==> config.mk <==
export PLATFORM = sky130hd
export DESIGN_NAME = fft512_bfly_sched
export DESIGN_NICKNAME = d
export VERILOG_FILES = /design/src/rtl/fft_pkg.sv /design/src/rtl/fft512_addr_gen.sv /design/src/rtl/fft512_bfly_sched.sv
export SDC_FILE = /design/constraint.sdc
export NUM_CORES = 1
export LEC_CHECK = 0
export CAP_MARGIN = 20
export CORE_ASPECT_RATIO = 0.6
export CORE_MARGIN = 2
export CORE_UTILIZATION = 45
export DETAILED_ROUTE_END_ITERATION = 8
export GPL_TIMING_DRIVEN = 0
export PLACE_DENSITY_LB_ADDON = 0.12
export SYNTH_ARGS = -nofsm -noshare
export SYNTH_HDL_FRONTEND = slang
export SYNTH_SLANG_ARGS = --single-unit
==> constraint.sdc <==
create_clock -name clk -period 4.05 [get_ports clk]
set_input_delay 0.81 -clock clk [delete_from_list [all_inputs] [get_ports clk]]
set_output_delay 0.81 -clock clk [all_outputs]
set_load 0.005 [all_outputs]
==> src/rtl/fft_pkg.sv <==
// Shared constants and FSM state type for the 512-point FFT
// butterfly scheduler.
package fft_pkg;
  localparam int N_LOG2 = 9;
  localparam int N_HALF = 1 << (N_LOG2 - 1);
  localparam int ADDR_W = N_LOG2;
  localparam int TW_W   = N_LOG2 - 1;

  typedef enum logic [1:0] {
    S_IDLE,
    S_RUN,
    S_DRAIN,
    S_DONE
  } state_e;
endpackage

==> src/rtl/fft512_addr_gen.sv <==
// Maps (stage, butterfly index) to the in-place DIT leg
// addresses and the twiddle ROM index.
module fft512_addr_gen #(
  parameter int N_LOG2 = 9
) (
  input  logic [3:0]        stage,
  input  logic [N_LOG2-2:0] k,
  output logic [N_LOG2-1:0] addr_a,
  output logic [N_LOG2-1:0] addr_b,
  output logic [N_LOG2-2:0] tw
);
  localparam int AW = N_LOG2;
  localparam int TW = N_LOG2 - 1;

  logic [AW-1:0] kx;
  logic [AW-1:0] half;
  logic [AW-1:0] mask;
  logic [AW-1:0] pos;
  logic [AW-1:0] grp;
  logic [TW-1:0] ptw;

  always_comb begin
    kx     = {1'b0, k};
    half   = {{(AW-1){1'b0}}, 1'b1} << stage;
    mask   = half - 1'b1;
    pos    = kx & mask;
    grp    = kx >> stage;
    // leg a has bit s clear, so b is a with that bit set
    addr_a = (grp << (stage + 4'd1)) | pos;
    addr_b = addr_a | half;
    ptw    = k & mask[TW-1:0];
    tw     = ptw << (TW - int'(stage));
  end
endmodule

==> src/rtl/fft512_bfly_sched.sv <==
// Walks stages x butterflies of an in-place radix-2 DIT FFT,
// issuing reads each cycle and delayed write-backs.
module fft512_bfly_sched #(
  parameter int N_LOG2   = 9,
  parameter int PIPE_LAT = 2
) (
  input  logic              clk,
  input  logic              rst,
  input  logic              start,
  input  logic              hold,
  output logic              busy,
  output logic              done,
  output logic [3:0]        stage,
  output logic              rd_en,
  output logic [N_LOG2-1:0] rd_addr_a,
  output logic [N_LOG2-1:0] rd_addr_b,
  output logic [N_LOG2-2:0] tw_addr,
  output logic              wr_en,
  output logic [N_LOG2-1:0] wr_addr_a,
  output logic [N_LOG2-1:0] wr_addr_b
);
  import fft_pkg::*;

  localparam int AW = N_LOG2;
  localparam int KW = N_LOG2 - 1;
  localparam int DW = $clog2(PIPE_LAT + 1);
  localparam int EW = 1 + 2 * AW;
  localparam logic [KW-1:0] K_LAST = '1;
  localparam logic [3:0]    S_LAST = 4'(N_LOG2 - 1);
  localparam logic [DW-1:0] D_LAST = DW'(PIPE_LAT - 1);

  state_e        st_q, st_d;
  logic [KW-1:0] k_q, k_d;
  logic [3:0]    stg_q, stg_d;
  logic [DW-1:0] drn_q, drn_d;
  logic [EW-1:0] dly_q [PIPE_LAT];
  logic [EW-1:0] dly_d [PIPE_LAT];

  logic          run;
  logic          issue;
  logic [AW-1:0] ag_a;
  logic [AW-1:0] ag_b;
  logic [KW-1:0] ag_tw;

  fft512_addr_gen #(.N_LOG2(N_LOG2)) u_ag (
    .stage  (stg_q),
    .k      (k_q),
    .addr_a (ag_a),
    .addr_b (ag_b),
    .tw     (ag_tw)
  );

  assign run   = (st_q == S_RUN);
  assign issue = run && !hold;

  always_comb begin
    st_d  = st_q;
    k_d   = k_q;
    stg_d = stg_q;
    drn_d = drn_q;
    unique case (st_q)
      S_IDLE: begin
        if (start) begin
          st_d  = S_RUN;
          k_d   = '0;
          stg_d = '0;
        end
      end
      S_RUN: begin
        if (issue) begin
          k_d = k_q + 1'b1;
          if (k_q == K_LAST) begin
            st_d  = S_DRAIN;
            drn_d = '0;
          end
        end
      end
      S_DRAIN: begin
        // wait out the pipeline so the next stage reads fresh data
        if (drn_q == D_LAST) begin
          if (stg_q == S_LAST) begin
            st_d = S_DONE;
          end else begin
            st_d  = S_RUN;
            stg_d = stg_q + 1'b1;
          end
        end else begin
          drn_d = drn_q + 1'b1;
        end
      end
      S_DONE: begin
        st_d  = S_IDLE;
        stg_d = '0;
      end
      default: st_d = S_IDLE;
    endcase
  end

  always_comb begin
    dly_d[0] = {issue, rd_addr_a, rd_addr_b};
    for (int i = 1; i < PIPE_LAT; i++) begin
      dly_d[i] = dly_q[i-1];
    end
  end

  always_ff @(posedge clk) begin
    if (rst) begin
      st_q  <= S_IDLE;
      k_q   <= '0;
      stg_q <= '0;
      drn_q <= '0;
      for (int i = 0; i < PIPE_LAT; i++) begin
        dly_q[i] <= '0;
      end
    end else begin
      st_q  <= st_d;
      k_q   <= k_d;
      stg_q <= stg_d;
      drn_q <= drn_d;
      dly_q <= dly_d;
    end
  end

  assign busy      = (st_q != S_IDLE);
  assign done      = (st_q == S_DONE);
  assign stage     = stg_q;
  assign rd_en     = issue;
  assign rd_addr_a = run ? ag_a : '0;
  assign rd_addr_b = run ? ag_b : '0;
  assign tw_addr   = run ? ag_tw : '0;
  assign {wr_en, wr_addr_a, wr_addr_b} = dly_q[PIPE_LAT-1];
endmodule
==> results_dict.tcl <==
set metrics [dict create \
    crit_required_ns 3.24 \
    cts.sinks 54 \
    maxCapViolCount 0 \
    dp_hpwl_mm 9.22 \
    crit_fanout 10 \
    fp.dieH_um 75.1 \
    start_util 0.473 \
    power_uw 1750 \
    clkTransAtPathRegs_ns 0.08 \
    wl_per_cell_um 19.2 \
    synth_warnings 0 \
    synthMuxAreaShare 0.0598 \
    final-hold-violation-count 0 \
    drc 0 \
    yosysMostFrequentCell "dfxtp_1" \
    avgSynthCellArea_um2 8.34 \
    cts_tree "yes" \
    r2r_end "dly_d[14]" \
    yosysUniqueCellTypes 74 \
    synth_top_family_by_area "compound AO/OA/AOI/OAI gates" \
    clockRootBuffer "clkbuf_16" \
    synth_commonest_cells "dfxtp_1 (54), nor2_1 (44), nor2b_1 (32), nand2_1 (29), a21oi_1 (26)" \
    overflow 0 \
    cp-end-kind "output port" \
    synthTopCellsByArea "dfxtp_1 (29%), ha_1 (5.3%), nor2b_1 (5.3%)" \
    crit_type "reg2out" \
    seq_area_frac_synth 0.286 \
    tightest_slew_ns 0.705 \
    dr.pass1.iters 5 \
    max-vdd-ir-drop_mv 0.166 \
    cts_buffer_depth 2 \
    fmax_mhz 248 \
    ant_nets 0 \
    ys_seq_elements 54 \
    synth_adder_area_share 0.0529 \
    synth_cells 454 \
    slew_viol_final 0 \
    antenna_cells 0 \
    finish.utilization 0.613 \
    relSlewSlack 0.530 \
    rrSetupSlack_ns 1.60 \
    rsz0062_at_grt "true" \
    status "finished clean" \
    via_per_inst 5.92 \
    fillCellCount 753 \
    synth_compound_area_frac 0.241 \
    drive_gt1_frac 0.217 \
    fin_nets 548 \
    synth_top_cell_by_area "dfxtp_1" \
    hold_end "wr_addr_b[3]" \
    grt_first_pass_wirelength_mm 19.1 \
    io_buffers 55 \
    hold_buffers 0 \
    io_pins 56 \
    grt_max_degree 19 \
    final_cells 637 \
    skew_ns 0.00844 \
    dieArea_um2 9190 \
    p_per_area_nw_per_um2 356 \
    synth-main-ff-cell "dfxtp_1" \
    reg2regPathDepth 10 \
    antenna_found_initial 0 \
    syn_nets 474 \
    setup_viol 0 \
    drt-total-wl_mm 12.2 \
    cts_buffers 5 \
    r2r_start "stage[1]" \
    drtIter0Drc 400 \
    synth_top_area_share 0.286 \
    final.min_clock_period_ns 4.03 \
    hp-start "dly_d[3]" \
    num_vias 3771 \
    min_period_over_period 0.994 \
    synthArstFlopShare 0 \
    hold_path_class "reg2reg" \
    mappedNetlistArea_um2 3790 \
    num_rows 25 \
    worstPathArrival_ns 3.22 \
    synth-simple-area-share 0.237 \
    gp_congestion 1.02 \
    grt_pass1_vias 3467 \
    dp_cells 617 \
    core_um2 8010 \
    fp.dieW_um 122 \
    synth_edf_count 0 \
    groute.usage.overall 0.277 \
    area_growth_pct 29.6 \
    power.leakage_uw 0.00185 \
    holdPathStages 1 \
    h-tree-depth 2 \
    setup.worst_path.start_class "register" \
    synth_xor_xnor_area_share 0.0251 \
    clk_latency_ns 0.30 \
]
-- worst max-delay path, stage by stage, from the launching register on --
cell and delay (ns):
dfxtp_4 0.37, buf_8 0.15, inv_2 0.10, ha_4 0.18, ha_4 0.22, nand2b_4 0.09
ha_4 0.19, and2_1 0.18, mux2_2 0.28, mux4_2 0.49, a32o_1 0.23, clkdlybuf4s50_1 0.45
-- power breakdown --
group	internal [uW]	switching (uW)	total [uW]	leakage, uW
clock	232	211	443	0.0000664
sequential	557	28.7	585	0.000438
combinational	270	451	721	0.00135
total	1060	691	1750	0.00185
-- worst max-delay path by stage --
stage	to	startpoint	depth (start not counted)
floorplan	tw_addr[5]	stage[1]	11
global placement	tw_addr[5]	stage[1]	12
detailed placement	tw_addr[5]	stage[1]	12
CTS	tw_addr[4]	stage[0]	11
global route	rd_addr_b[5]	stage[2]	11
finish	tw_addr[4]	stage[1]	11
-- per-layer routing --
layer	routed length, um	up-vias	global-route usage
met1	5860	1807	0.413
met4	126	0	0.0587
li1	-	1766	-
met3	1330	15	0.0902
met2	4900	183	0.388
met5	0	-	0
-- sequential cells by signal, indices dropped and copies added (netlist names) --
| signal | count |
|---|---|
| dly_d | 19 |
| k_q | 8 |
| drn_q | 2 |
| wr_addr_a | 9 |
| wr_addr_b | 9 |
| st_q | 2 |
| stage | 4 |
| wr_en | 1 |
-- placed cells by master, fill, tap and decap left out, types with 5 or more instances in the layout --
cell              n
buf_4            32
a22oi_1           8
a21oi_1          26
dfxtp_1          51
mux2_2            7
nand2b_1          8
clkbuf_1         11
o21ai_0          16
a211oi_1          7
clkbuf_16         5
or3_1             5
nor2_1           42
o211ai_1          5
nor2b_1          32
xor2_1            5
ha_1             11
clkdlybuf4s50_1  53
a31oi_1           7
nand4_1           5
inv_1            13
buf_2             8
nor3_1           15
nand2_1          28
-- timing repair --
action	4_1_cts	5_1_grt
buffers inserted	6	6
gates resized for setup	33	19
setup endpoints to repair	25	16
pin swaps	3	8
-- per-stage QoR --
stage / cell area (um^2) / setup WS (ns) / setup TNS [ns] / hold WS (ns)
5_1_grt: 4910 / -0.0634 / -0.135 / 0.455
3_3_place_gp: 4470 / -0.558 / -3.13 / 0.421
2_1_floorplan: 3790 / 0.537 / 0 / 0.414
4_1_cts: 4800 / 0.00527 / 0 / 0.440
6_report: 4910 / 0.0229 / 0 / 0.435
3_5_place_dp: 4470 / -0.585 / -3.42 / 0.422
-- kinds of logic (layout without fill, tap and decap cells) --
family,count (synthesis),after routing
compound gates,122,122
flops,54,54
mux,17,17
xor+xnor,10,10
buf+inv,65,140
simple gates,170,170
fa+ha+maj,16,16
-- area by class of cell --
cell class                 instances  area, um^2  area share
multi-input combinational        335        2480       0.505
timing repair buffer              67         646       0.132
clock buffer                       5         125      0.0255
inverter                          17        72.6      0.0148
clock inverter                     3        23.8     0.00484
sequential                        54        1090       0.223
buffer                            48         337      0.0686
tap                              108         135      0.0275
Power figures use the tool's default switching activity.
